[src/rtl/bin2bcd_pkg.sv]
// bin2bcd_pkg: shared FSM states, digit width and the minimum-digit-count helper for bin2bcd_seq
package bin2bcd_pkg;
  localparam int DW = 4;
  typedef enum logic [1:0] {IDLE, SHIFT, DONE} state_t;
  function automatic int min_nd(input int w, input bit sg);
    longint mx, p;
    int nd;
    mx = sg ? (64'sd1 <<< (w - 1)) : ((64'sd1 <<< w) - 64'sd1);
    p = 64'sd1;
    nd = 0;
    while (p <= mx) begin
      p = p * 64'sd10;
      nd++;
    end
    return nd;
  endfunction
endpackage

[src/rtl/bcd_dabble_adj.sv]
// bcd_dabble_adj: adds 3 to every BCD digit >= 5 (d: ND packed digits in, q: adjusted digits out)
module bcd_dabble_adj import bin2bcd_pkg::*; #(
  parameter int ND = 3
) (
  input  logic [DW*ND-1:0] d,
  output logic [DW*ND-1:0] q
);
  for (genvar i = 0; i < ND; i++) begin : g_dig
    assign q[DW*i+:DW] = d[DW*i+:DW] >= DW'(5) ? d[DW*i+:DW] + DW'(3) : d[DW*i+:DW];
  end
endmodule

[src/rtl/bin2bcd_seq.sv]
// bin2bcd_seq: sequential double-dabble binary-to-BCD converter, one bit per clock
// ports: clk/rst_b (async active-low), start+bin in; busy, done pulse, bcd, msd, ndig out;
// neg out and two's-complement input only when BIN2BCD_SIGNED_EN is defined
module bin2bcd_seq import bin2bcd_pkg::*; #(
  parameter int W  = 8,
  parameter int ND = 3
) (
  input  logic                     clk,
  input  logic                     rst_b,
  input  logic                     start,
  input  logic [W-1:0]             bin,
  output logic                     busy,
  output logic                     done,
  output logic [DW*ND-1:0]         bcd,
  output logic [3:0]               msd,
  output logic [$clog2(ND+1)-1:0]  ndig
`ifdef BIN2BCD_SIGNED_EN
  ,
  output logic                     neg
`endif
);
  localparam int NW = $clog2(ND + 1);
  localparam int CW = $clog2(W + 1);
`ifdef BIN2BCD_SIGNED_EN
  localparam bit SG = 1'b1;
`else
  localparam bit SG = 1'b0;
`endif
  if (ND < min_nd(W, SG)) begin : g_nd_chk
    $error("bin2bcd_seq: ND too small for W");
  end
  state_t st;
  logic [W-1:0] sr, mag;
  logic [DW*ND-1:0] acc, adj, nxt;
  logic [CW-1:0] cnt;
  logic [3:0] m;
  logic [NW-1:0] n;
`ifdef BIN2BCD_SIGNED_EN
  logic negc;
  // -(-2^(W-1)) wraps to 2^(W-1), which is exactly the required magnitude as unsigned
  assign mag = bin[W-1] ? -bin : bin;
`else
  assign mag = bin;
`endif
  bcd_dabble_adj #(.ND(ND)) u_adj (.d(acc), .q(adj));
  // top adjusted bit is always 0 because ND covers the full range
  assign nxt = (DW*ND)'({adj, sr[W-1]});
  always_comb begin
    m = '0;
    n = NW'(1);
    for (int i = 0; i < ND; i++)
      if (nxt[DW*i+:DW] != '0) begin
        m = nxt[DW*i+:DW];
        n = NW'(i + 1);
      end
  end
  always_ff @(posedge clk or negedge rst_b)
    if (!rst_b) begin
      st   <= IDLE;
      busy <= 1'b0;
      done <= 1'b0;
      bcd  <= '0;
      msd  <= '0;
      ndig <= '0;
      sr   <= '0;
      acc  <= '0;
      cnt  <= '0;
`ifdef BIN2BCD_SIGNED_EN
      neg  <= 1'b0;
      negc <= 1'b0;
`endif
    end else begin
      done <= 1'b0;
      if (st == SHIFT) begin
        acc <= nxt;
        sr  <= sr << 1;
        cnt <= cnt - CW'(1);
        if (cnt == CW'(1)) begin
          st   <= DONE;
          busy <= 1'b0;
          done <= 1'b1;
          bcd  <= nxt;
          msd  <= m;
          ndig <= n;
`ifdef BIN2BCD_SIGNED_EN
          neg  <= negc;
`endif
        end
      end else if (start) begin
        st   <= SHIFT;
        busy <= 1'b1;
        sr   <= mag;
        acc  <= '0;
        cnt  <= CW'(W);
`ifdef BIN2BCD_SIGNED_EN
        negc <= bin[W-1];
`endif
      end else
        st <= IDLE;
    end
endmodule

[config.mk]
export PLATFORM = sky130hd
export DESIGN_NAME = bin2bcd_seq
export DESIGN_NICKNAME = d
export VERILOG_FILES = /design/src/rtl/bin2bcd_pkg.sv /design/src/rtl/bcd_dabble_adj.sv /design/src/rtl/bin2bcd_seq.sv
export SDC_FILE = /design/constraint.sdc
export NUM_CORES = 1
export LEC_CHECK = 0
export BUFFER_PORTS_ARGS = -buffer_cell sky130_fd_sc_hd__buf_4
export CAP_MARGIN = 0
export CORE_AREA = 2 2 78 80
export CTS_CLUSTER_DIAMETER = 80
export DETAILED_ROUTE_END_ITERATION = 10
export DIE_AREA = 0 0 80 82
export PLACE_DENSITY = 0.69
export SYNTH_ARGS = -nofsm -noshare
export SYNTH_HDL_FRONTEND = slang
export SYNTH_SLANG_ARGS = --single-unit
[constraint.sdc]
create_clock -name clk -period 2.05 [get_ports clk]
set_input_delay 0.41 -clock clk [delete_from_list [all_inputs] [get_ports clk]]
set_output_delay 0.41 -clock clk [all_outputs]
set_load 0.01 [all_outputs]
# Word-level counts from Yosys, hierarchy flattened
# Index checks and enable logic that the tools add are counted.
[totals]
wordCells = 47
regBits = 46
output_inout_bits = 20
[op_classes]
eq_ne = 3
add_sub_neg = 4
n_lt_le_gt_ge = 3
muxes = 22
n_reduce_logical = 6
[op_table]
columns = ["operator", "count"]
rows = [
  ["4-bit 2-to-1 mux", 7],
  ["12-bit 2-to-1 mux", 2],
  ["8-bit 2-to-1 mux", 2],
  ["4-bit by 3-bit greater-or-equal comparator with 1-bit output (second input constant)", 3],
  ["4-bit nonzero test", 3],
  ["4-bit by 2-bit adder with 4-bit output (second input constant)", 2],
  ["2-bit 2-to-1 mux", 4],
  ["1-bit 2-to-1 mux", 6],
  ["4-bit by 1-bit equality test with 1-bit output (second input constant)", 1],
  ["2-bit AND reduction", 2],
  ["4-bit by 1-bit subtractor with 4-bit output (second input constant)", 1],
  ["3-bit by 2-bit adder with 3-bit output (second input constant)", 1],
  ["3-bit 2-to-1 mux", 1],
  ["2-bit by 1-bit equality test with 1-bit output (second input constant)", 1],
  ["2-bit by 1-bit inequality test with 1-bit output (second input constant)", 1],
  ["2-bit nonzero test", 1],
]

# Logic depth before layout (Yosys ltp)
# Gate-level depths: netlist of the first run.
[logic_depth]
ltp_word = 6
mapped_depth = 7

# Hierarchy
# A second synthesis of the first run with hierarchy kept.
[unflattened]
cells_unflattened = 219
area_unflattened_um2 = 2319.7
[by_module_without_submodules]
columns = ["module", "instances", "area_per_inst_um2", "seq_area_each_um2", "cells_each"]
rows = [
  ["bin2bcd_seq", 1, 2015.7, 1151.1, 171],
  ["bcd_dabble_adj", 1, 304.0, 0.0, 48],
]

# Worst setup path after synthesis of the first run
# No wires, ideal clock.
[synth_path]
path_kind = "register to register"
startpoint = "register acc[4]"
endpoint = "register msd[2]"
path_stages_with_launch = 8
synth_period_minus_slack_ns = 1.932
t_arrival_ns = 1.848
n_path_buf = 0
path_slack_ns = 0.118
path_cell_list = "dfrtp_1 inv_1 ha_1 nand2b_1 a21oi_2 mux2_2 o311a_1 o22ai_1"
[synth_between]
elab_chain_len = 5
[synth_rtl]
columns = ["item", "line_no", "rtl"]
rows = [
  ["start: declaration", "bin2bcd_seq.sv:34", "logic [DW*ND-1:0] acc, adj, nxt;"],
  ["start signal: assignment", "bin2bcd_seq.sv:75", "acc <= nxt;"],
  ["4-bit by 2-bit adder with 4-bit output or 4-bit by 3-bit greater-or-equal comparator with 1-bit output (tied branches)", "bcd_dabble_adj.sv:9", "assign q[DW*i+:DW] = d[DW*i+:DW] >= DW'(5) ? d[DW*i+:DW] + DW'(3) : d[DW*i+:DW];"],
  ["4-bit 2-to-1 mux *", "bcd_dabble_adj.sv:9", ""],
  ["4-bit nonzero test", "bin2bcd_seq.sv:52", "if (nxt[DW*i+:DW] != '0) begin"],
  ["4-bit 2-to-1 mux", "bin2bcd_seq.sv:52", ""],
  ["4-bit 2-to-1 mux *", "bin2bcd_seq.sv:52", ""],
  ["end signal: assignment", "bin2bcd_seq.sv:83", "msd <= m;"],
  ["end: declaration", "bin2bcd_seq.sv:15", "output logic [3:0] msd,"],
]
# Every way passes the cells marked *; elsewhere a longest branch is shown, timed or not.
# A chain may end at the register's enable or synchronous reset.

# Worst setup path after layout of the first run
[layout_path]
startpoint = "register acc[4]"
endpoint = "register ndig[1]"
[layout_between]
elab_chain_len = 5
[layout_rtl]
columns = ["item", "line_no", "rtl"]
rows = [
  ["4-bit by 2-bit adder with 4-bit output or 4-bit by 3-bit greater-or-equal comparator with 1-bit output (tied branches)", "bcd_dabble_adj.sv:9", ""],
  ["4-bit 2-to-1 mux *", "bcd_dabble_adj.sv:9", ""],
  ["4-bit nonzero test", "bin2bcd_seq.sv:52", ""],
  ["2-bit 2-to-1 mux", "bin2bcd_seq.sv:52", ""],
  ["2-bit 2-to-1 mux *", "bin2bcd_seq.sv:52", ""],
  ["end signal: assignment", "bin2bcd_seq.sv:84", "ndig <= n;"],
  ["end: declaration", "bin2bcd_seq.sv:16", "output logic [$clog2(ND+1)-1:0] ndig"],
]
# Marked as above.

==> run_results.csv, run 1 <==
group,metric,value,unit
timing,setup_ws,0.1027,ns
floorplanning,ioPinCount,31,
cts,htree_levels,2,
yosys,synth_nets,246,
placement,dpl_cell_area,2559,µm²
global_route,globalRouteTotalUtil,14.82,%
placement,place_congestion,0.8936,
detailed_routing,wl_per_cell,13.07,µm
detailed_routing,final_antenna_net_count,0,
floorplanning,die_w,80,µm
detailed_routing,drt_iter0_drc,127,
final_layout,diodes,0,
global_route,grt_max_degree,47,
hold_path,hold_class,"in2async",
worst_setup_path,max_stage_delay,0.46,ns
floorplanning,num_rows,28,
timing,post-route-period-util,94.99,%
cts,clkTransAtPathRegs,0.09,ns
placement,hpwl,3106,µm
timing,fin_setup_tns,0,ns
placement,place_ws,0.03784,ns
yosys,synthArstFlopShare,100.0,%
yosys,yosysSeqAreaShare,51.71,%
timing,setup_violations,0,
power_and_ir_drop,pwr-share-seq,35.8,%
power_and_ir_drop,p_per_area,1675,nW/µm²
power_and_ir_drop,combPwrFrac,51.5,%
global_route,grt_overflow,0,
timing,finalCriticalPeriod,1.947,ns
cts,cts_buffers,5,
timing,slew_headroom,42.13,%
timing,rsz0062_at_grt,"no",
detailed_routing,drc,0,
yosys,synth_warnings,0,
cts,clk_latency,0.30,ns
detailed_routing,via_per_inst,4.903,
run,cap_violations,0,
timing,hold_violations,0,
placement,io_buffers,30,
final_layout,drive_gt1_share,25.00,%
cts,tritoncts,"built",
detailed_routing,finalWirelength,4432,µm
power_and_ir_drop,p_clk_share,12.7,%
worst_setup_path,cp_max_fo,6,
timing,fmax,0.5135,GHz
power_and_ir_drop,finalPower,4.511,mW
worst_setup_path,cp.arrival,2.13,ns
cts,hold_buffers,0,
cts,cts_root_buf,"clkbuf_8",
power_and_ir_drop,p_sw_share,40.98,%
worst_setup_path,crit_path_start_kind,"register",
global_route,grt_first_pass_wirelength,7603,µm
final_layout,fin_area,2694,µm²
worst_setup_path,crit_chain,"ha_1 > nand2b_1 > a21oi_2 > mux2i_1 > nand4_1 > mux2_2",
detailed_routing,dr.pass1.iters,4,
final_layout,syn_to_final_growth,21.02,%
global_route,antenna_found_initial,0,
yosys,synth_ff_type,"dfrtp_1",
worst_setup_path,crit_path_end_kind,"register",
yosys,avgSynthCellArea,9.806,µm²
worst_setup_path,critical_path_class,"reg2reg",
power_and_ir_drop,peakVddDrop,0.0005380,V
final_layout,final_common_cell,"dfrtp_1",
final_layout,layout.nets,282,
worst_setup_path,cp.required,2.23,ns
final_layout,layout_common_cells,"45 x dfrtp_1, 39 x buf_4, 35 x o21ai_0",
outcome,outcome,"finished clean",
cts,clock-sinks,46,
worst_setup_path,slowest_stage,"dfrtp_2",
yosys,synth-seq-cells,46,
timing,worst_pin_slew,0.8680,ns
floorplanning,die-area,6560,µm²
timing,fin_hold_ws,0.1069,ns
yosys,synth_enable_flop_cells,0,
global_route,grt_pass1_vias,1620,
yosys,syn_area,2226,µm²
floorplanning,die_h,82,µm
power_and_ir_drop,p_sw,1.849,mW
floorplanning,core_area,5746,µm²
detailed_routing,vias,1662,
yosys,syn_inst,227,
cts,cts_buffer_depth,2,
yosys,yosysUniqueCellTypes,37,
power_and_ir_drop,p_leak,1.241,nW
floorplanning,start_util,38.74,%
power_and_ir_drop,power.internal,2.662,mW
timing,clock_skew,0.006386,ns
timing,slew_violations,0,
[power by group through the flow]
| stage | clock, mW | sequential (mW) | combinational [mW] |
|---|---|---|---|
| after floorplan | 0 | 1.64 | 1.44 |
| after global placement | 0 | 1.60 | 2.19 |
| after detailed placement | 0 | 1.62 | 2.24 |
| after CTS | 0.600 | 1.60 | 2.25 |
| after global routing | 0.626 | 1.67 | 2.64 |
| final | 0.571 | 1.61 | 2.32 |
[repair_timing]
item | CTS | global route
resized for setup | 0 | 8
setup endpoints to repair | 0 | 4
setup buffers | 0 | 2
[routing by layer]
layer	global-route usage [%]	share of wire [%]	up-vias
met5	0	0	-
met2	22.67	42	36
met1	21.26	53	762
li1	-	-	859
met3	2.967	3.2	5
met4	4.576	0.90	0
[kinds of logic after synthesis]
kind of cell	count (synthesis)	share of synthesized area [%]
and+or+nand+nor	71	15.18
adders and majority gates	8	4.497
AOI/OAI and AO/OA	61	16.36
DFF	46	51.71
xor gates and xnor gates	5	1.967
buffers and inverters	22	3.766
muxes	14	6.521
[critical path: cells and delay by family, from the launching register on]
kind | cells | cell delay [ns]
multiplexers | 2 | 0.59
AO/OA/AOI/OAI | 1 | 0.24
AND/OR/NAND/NOR | 2 | 0.34
flip-flops | 1 | 0.46
adder cells (fa/ha/maj) | 1 | 0.21
[worst paths after layout]
kind | start | end | slack, ns | depth (start not counted)
worst min register to register | sr[5] | sr[6] | 0.49 | 2
worst min-delay path | rst_b | sr[0] | 0.11 | 1
worst max-delay path | acc[4] | ndig[1] | 0.10 | 6
worst max register to register | acc[4] | ndig[1] | 0.10 | 6
min in group clk | bin[0] | sr[0] | 0.36 | 3
max in group asynchronous | rst_b | acc[4] | 1.52 | 1
[cells in the mapped netlist (all sizes together), types with 2 or more instances]
master	number	share of area (%)
a21oi	8	2.1
nand3	15	3.4
clkbuf	8	1.3
buf	2	0.39
or2	2	0.56
ha	8	4.5
o22ai	3	0.84
dfrtp	46	52
nor3b	3	1.0
o21a	3	1.0
mux2i	10	4.5
nand2	32	5.4
mux2	4	2.0
xnor2	5	2.0
a31oi	2	0.56
nor2	9	1.5
inv	11	1.9
o21ai	37	8.5
nand2b	5	1.4
[through the flow]
step                      utilization, %  cells
after CTS                          46.19    337
after global placement             44.53    329
after detailed placement           44.53    329
final                              46.89    339
after floorplan                        -    227
after global routing               46.89    339
[sequential cells by signal, indices dropped and copies added (netlist names)]
register  cells
ndig          2
sr            8
cnt           4
busy          1
st            2
done          1
bcd          12
msd           4
acc          12
[area by class of cell]
class	instances	area (µm²)
fillers	559	3052
flip-flops and latches	46	1152
multi-input cells	159	1015
repair buffers	39	292.8
well taps	75	93.84
clock buffers	6	82.58
inverters	12	45.04
clock inverters	2	12.51
Power figures use the tool's default switching activity.
==> run 2, diff against run 1 <==
Settings changed: ABC_AREA set to 1, SLEW_MARGIN set to 5.
==> run 2 against run 1 <==
Compared with the run above: global-route usage increased by 1.0 points; critical path type unchanged; combinational power increased by 2%; total power increased by 2.0%; utilization decreased by 0.89 points; non-clock buffer count decreased by 6; critical endpoint is now ndig[0]; worst hold slack about the same.
==> run_results.csv, run 2 <==
group,metric,value,unit
cts,cts_buffer_depth,2,
timing,setup_violations,0,
cts,postCtsSetupBuffers,0,
cts,tritoncts,"built",
power_and_ir_drop,peakVddDrop,0.0008606,V
run,cap_violations,0,
placement,hpwl,3402,µm
yosys,syn_area,2232,µm²
yosys,synth_ff_type,"dfrtp_1",
final_layout,nFillCells,602,
placement,numPlacedInstances,368,
yosys,synth_top_area_share,51.57,%
detailed_routing,dr.pass1.iters,4,
placement,place_congestion,0.8786,
floorplanning,start_util,38.85,%
yosys,synth_nets,285,
yosys,synth_warnings,0,
outcome,outcome,"finished clean",
worst_setup_path,critical_path_class,"reg2reg",
final_layout,layout_common_cells,"75 x nand2_1, 46 x dfrtp_1, 33 x buf_4",
cts,htree_levels,2,
detailed_routing,vias,1854,
global_route,antenna_found_initial,0,
detailed_routing,final_antenna_net_count,0,
yosys,synth_enable_flop_cells,0,
placement,io_buffers,30,
yosys,yosysMostFrequentCell,"nand2_1",
yosys,synth-seq-cells,46,
worst_setup_path,max_stage_delay,0.39,ns
cts,clock-sinks,46,
yosys,yosysUniqueCellTypes,24,
yosys,synth_common_cells,"75 x nand2_1, 46 x dfrtp_1, 28 x inv_1, 23 x nor2_1, 21 x o21ai_0",
yosys,yosysSeqAreaShare,51.57,%
final_layout,drive_gt1_share,17.28,%
timing,hold_violations,0,
yosys,avgSynthCellArea,8.392,µm²
global_route,grt_first_pass_wirelength,8121,µm
floorplanning,die-area,6560,µm²
worst_setup_path,cp_top_family,"simple AND/OR/NAND/NOR gates",
worst_setup_path,slowest_stage,"dfrtp_1",
final_layout,syn_to_final_growth,18.39,%
final_layout,layout.nets,319,
power_and_ir_drop,p_leak,1.320,nW
cts,clkTransAtPathRegs,0.08,ns
detailed_routing,drc,0,
final_layout,diodes,0,
final_layout,fin_util,45.99,%
timing,clock_skew,0.007103,ns
timing,slew_headroom,59.76,%
yosys,syn_inst,266,
yosys,synth_area_leaders,"dfrtp_1 52%, nand2_1 13%, inv_1 4.7%",
worst_setup_path,crit_path_start_kind,"register",
floorplanning,core_area,5746,µm²
worst_setup_path,cp.arrival,2.02,ns
floorplanning,ioPinCount,31,
cts,cts_buffers,5,
cts,cts_root_buf,"clkbuf_8",
worst_setup_path,path_common_cell,"nand2_1",
worst_setup_path,crit_path_end_kind,"register",
cts,cts_resized,0,
global_route,grt_max_degree,47,
detailed_routing,finalWirelength,4802,µm
cts,hold_buffers,0,
timing,rsz0062_at_grt,"no",
floorplanning,die_w,80,µm
timing,worst_pin_slew,0.6036,ns
power_and_ir_drop,p_per_area,1740,nW/µm²
timing,fin_setup_tns,0,ns
worst_setup_path,worstPathBufferInverterCount,2,
global_route,grt_overflow,0,
final_layout,fin_cells,376,
timing,finalCriticalPeriod,1.833,ns
hold_path,hold_class,"in2async",
detailed_routing,drt_iter0_drc,59,
detailed_routing,wl_per_cell,12.77,µm
yosys,yosys.area.top_type,"dfrtp_1",
floorplanning,num_rows,28,
yosys,synthArstFlopShare,100.0,%
timing,slew_violations,0,
floorplanning,die_h,82,µm
global_route,globalRouteTotalUtil,15.85,%
final_layout,reg.largest.list,"acc: 12 flops, bcd: 12 flops, sr: 8 flops",
timing,post-route-period-util,89.40,%
worst_setup_path,crit_chain,"inv_1 > ha_1 > inv_1 > nand2_1 > nand3_1 > nand2_1 > nand2_1 > nand2_1 > nor2_4 > o21ai_0 > nand2_1 > nand2_1",
worst_setup_path,cp.required,2.24,ns
cts,clk_latency,0.29,ns
final_layout,final_common_cell,"nand2_1",
global_route,grt_pass1_vias,1796,
timing,fmax,0.5457,GHz
worst_setup_path,cp_max_fo,7,
detailed_routing,via_per_inst,4.931,
## run 2: logic make-up after synthesis
family	synth area share, %
fa+ha+maj	4.484
compound gates	10.65
simple gates	25.62
flops	51.57
xor+xnor	0.3924
buf+inv	7.287
## run 2: worst paths after layout
path	start	to	slack (ns)	cells past startpoint
worst max-delay path	acc[8]	ndig[0]	0.22	12
worst max register to register	acc[8]	ndig[0]	0.22	12
min in group clk	bin[5]	sr[5]	0.32	3
worst min register to register	bcd[4]	bcd[4]	0.49	2
worst min-delay path	rst_b	bcd[0]	0.11	1
max in group asynchronous	rst_b	cnt[0]	1.52	1
## run 2: area by class of cell
| cell class | count | area, µm² | share of cell area, % |
|---|---|---|---|
| inverters | 32 | 122.6 | 4.640 |
| multi-input cells | 182 | 920.9 | 34.85 |
| clock inverters | 1 | 30.03 | 1.136 |
| clock buffers | 7 | 76.32 | 2.888 |
| flip-flops and latches | 46 | 1151 | 43.56 |
| repair buffers | 33 | 247.7 | 9.375 |
| well taps | 75 | 93.84 | 3.551 |
## run 2: per-stage QoR
| step | instance area [µm²] | worst slack [ns] | hold slack [ns] | power (mW) |
|---|---|---|---|---|
| floorplan | 2232 | 0.5028 | 0.1144 | 3.187 |
| global placement | 2534 | 0.2625 | 0.4545 | 3.883 |
| detailed placement | 2534 | 0.2288 | 0.4630 | 3.949 |
| CTS | 2640 | 0.2157 | 0.1402 | 4.627 |
| global route | 2643 | 0.02402 | 0.1594 | 5.047 |
| finish | 2643 | 0.2173 | 0.1067 | 4.599 |
## run 2: routing by layer
| layer | track usage, % | vias to the layer above | share of wire, % |
|---|---|---|---|
| li1 | - | 936 | - |
| met1 | 20.45 | 876 | 47 |
| met2 | 27.50 | 35 | 49 |
| met3 | 3.297 | 7 | 3.2 |
| met4 | 3.559 | 0 | 1.1 |
| met5 | 0 | - | 0 |
## run 2: where the power goes
group | internal (mW) | total (mW) | leakage [nW] | switching, mW
combinational | 0.882 | 2.37 | 0.700 | 1.49
sequential | 1.34 | 1.57 | 0.567 | 0.234
clock | 0.365 | 0.660 | 0.0524 | 0.294
total | 2.58 | 4.60 | 1.32 | 2.02
==> run 3, diff against run 2 <==
Settings changed: REMOVE_ABC_BUFFERS set to 1.
==> run 3 against run 2 <==
Compared with the run above: worst setup slack gained 0.024 ns; total power shrank 0.31%; count of clock-buffer cells in the layout shrank 2; utilization shrank 0.13 points; global-route usage shrank 0.12 points; clock skew grew 0.00085 ns; non-clock buffer count shrank 1; maximum frequency grew 1.3%; critical path depth is the same; critical endpoint is now ndig[1]; largest cell class unchanged.
==> run_results.csv, run 3 (synthesized netlist as in run 2, its figures left out) <==
group,metric,value,unit
outcome,outcome,"finished clean",
worst_setup_path,ff2ff_path_depth,12,
timing,fmax,0.5529,GHz
placement,place_congestion,0.7851,
run,cap_violations,0,
floorplanning,ioPinCount,31,
floorplanning,die_h,82,µm
worst_setup_path,critPathCapture,"ndig[1]",
detailed_routing,wl_per_cell,12.76,µm
cts,clkTransAtPathRegs,0.09,ns
cts,cts_resized,0,
final_layout,fin_util,45.86,%
final_layout,drive_gt1_share,17.33,%
cts,tritoncts,"built",
floorplanning,num_rows,28,
cts,postCtsSetupBuffers,0,
worst_setup_path,crit_path_start_kind,"register",
worst_setup_path,worstReg2RegEnd,"ndig[1]",
detailed_routing,finalWirelength,4784,µm
timing,fin_setup_tns,0,ns
cts,hold_buffers,0,
cts,clk_latency,0.30,ns
floorplanning,core_area,5746,µm²
worst_setup_path,rr_startpoint,"acc[4]",
timing,slew_violations,0,
final_layout,layout_common_cells,"75 x nand2_1, 46 x dfrtp_1, 32 x buf_4",
worst_setup_path,r2r_setup_slack,0.24,ns
worst_setup_path,cp_max_fo,5,
global_route,grt_overflow,0,
final_layout,final_common_cell,"nand2_1",
cts,cts_root_buf,"clkbuf_8",
global_route,grt_max_degree,47,
worst_setup_path,critical_path_class,"reg2reg",
timing,rsz0062_at_grt,"no",
cts,cts_buffer_depth,2,
global_route,antenna_found_initial,0,
placement,io_buffers,30,
timing,worst_pin_slew,0.5699,ns
timing,clock_skew,0.007950,ns
detailed_routing,final_antenna_net_count,0,
detailed_routing,drc,0,
detailed_routing,dr.pass1.iters,4,
floorplanning,start_util,38.85,%
final_layout,syn_to_final_growth,18.05,%
power_and_ir_drop,finalPower,4.585,mW
floorplanning,die-area,6560,µm²
final_layout,reg.largest.list,"acc: 12 flops, bcd: 12 flops, sr: 8 flops",
global_route,globalRouteTotalUtil,15.74,%
timing,slew_headroom,62.01,%
floorplanning,die_w,80,µm
timing,finalCriticalPeriod,1.809,ns
timing,setup_violations,0,
placement,hpwl,3357,µm
global_route,grt_pass1_vias,1767,
final_layout,layout.nets,318,
detailed_routing,drt_iter0_drc,121,
power_and_ir_drop,peakVddDrop,0.0008243,V
worst_setup_path,crit_start,"acc[4]",
cts,cts_buffers,5,
worst_setup_path,cp.required,2.25,ns
timing,post-route-period-util,88.23,%
detailed_routing,vias,1851,
hold_path,hold_class,"in2async",
power_and_ir_drop,p_per_area,1740,nW/µm²
final_layout,diodes,0,
detailed_routing,via_per_inst,4.936,
worst_setup_path,cp.arrival,2.01,ns
final_layout,nFillCells,560,
timing,hold_violations,0,
cts,clock-sinks,46,
cts,htree_levels,2,
power_and_ir_drop,p_leak,1.320,nW
worst_setup_path,crit_path_end_kind,"register",
global_route,grt_first_pass_wirelength,8045,µm
-- run 3: cell count changes in the layout (fill, tap and decap cells not counted) --
cell,before,now
clkinv_2,0,2
clkbuf_1,2,0
nor2_1,22,23
nor2_2,4,3
buf_4,33,32
-- run 3: power by group --
part	internal, mW	switching [mW]
combinational	0.873	1.47
clock	0.359	0.311
sequential	1.34	0.241
-- run 3: worst min-delay path by stage --
| stage | start | endpoint | slack (ns) | cells after the start |
|---|---|---|---|---|
| floorplan | rst_b | acc[0] | 0.11 | 0 |
| global placement | rst_b | sr[6] | 0.45 | 1 |
| detailed placement | rst_b | sr[6] | 0.45 | 1 |
| CTS | rst_b | cnt[3] | 0.12 | 1 |
| global route | rst_b | cnt[3] | 0.14 | 1 |
| finish | rst_b | sr[7] | 0.10 | 1 |
-- run 3: metrics by stage --
step           setup WS [ns]  cell area [µm²]  cells  hold WS, ns
6_report              0.2412             2635    375       0.1002
3_5_place_dp          0.2488             2526    367       0.4467
3_3_place_gp          0.3019             2526    367       0.4480
2_1_floorplan         0.5031             2192    260       0.1144
5_1_grt             0.006645             2635    375       0.1447
4_1_cts               0.2274             2635    375       0.1198
-- run 3: cell type report --
type	instances	area [µm²]	share of cell area [%]
clock buffers	5	68.82	2.612
inverters	32	122.6	4.653
repair buffers	32	240.2	9.117
flip-flops and latches	46	1151	43.68
well taps	75	93.84	3.561
clock inverters	3	40.04	1.519
multi-input cells	182	918.4	34.85
-- run 3: routing by layer --
layer  track usage [%]  vias to the layer above  share of wire (%)  routed length [µm]
li1                  -                      932                  -                   -
met1             19.50                      870                 47                2236
met2             28.17                       42                 47                2260
met3             3.077                        7                4.6                 222
met4             4.068                        0                1.3                  64
met5                 0                        -                  0                   0
-- run 3: worst max-delay path: stages (launching register included) --
cell	delay (ns)
dfrtp_1	0.40
inv_1	0.09
ha_1	0.21
inv_1	0.05
nand2_1	0.10
nand3_1	0.11
nand2_1	0.06
nand2_1	0.15
nand2_1	0.09
nor2_1	0.24
nand2_1	0.10
nand2_1	0.07
nand2_1	0.05
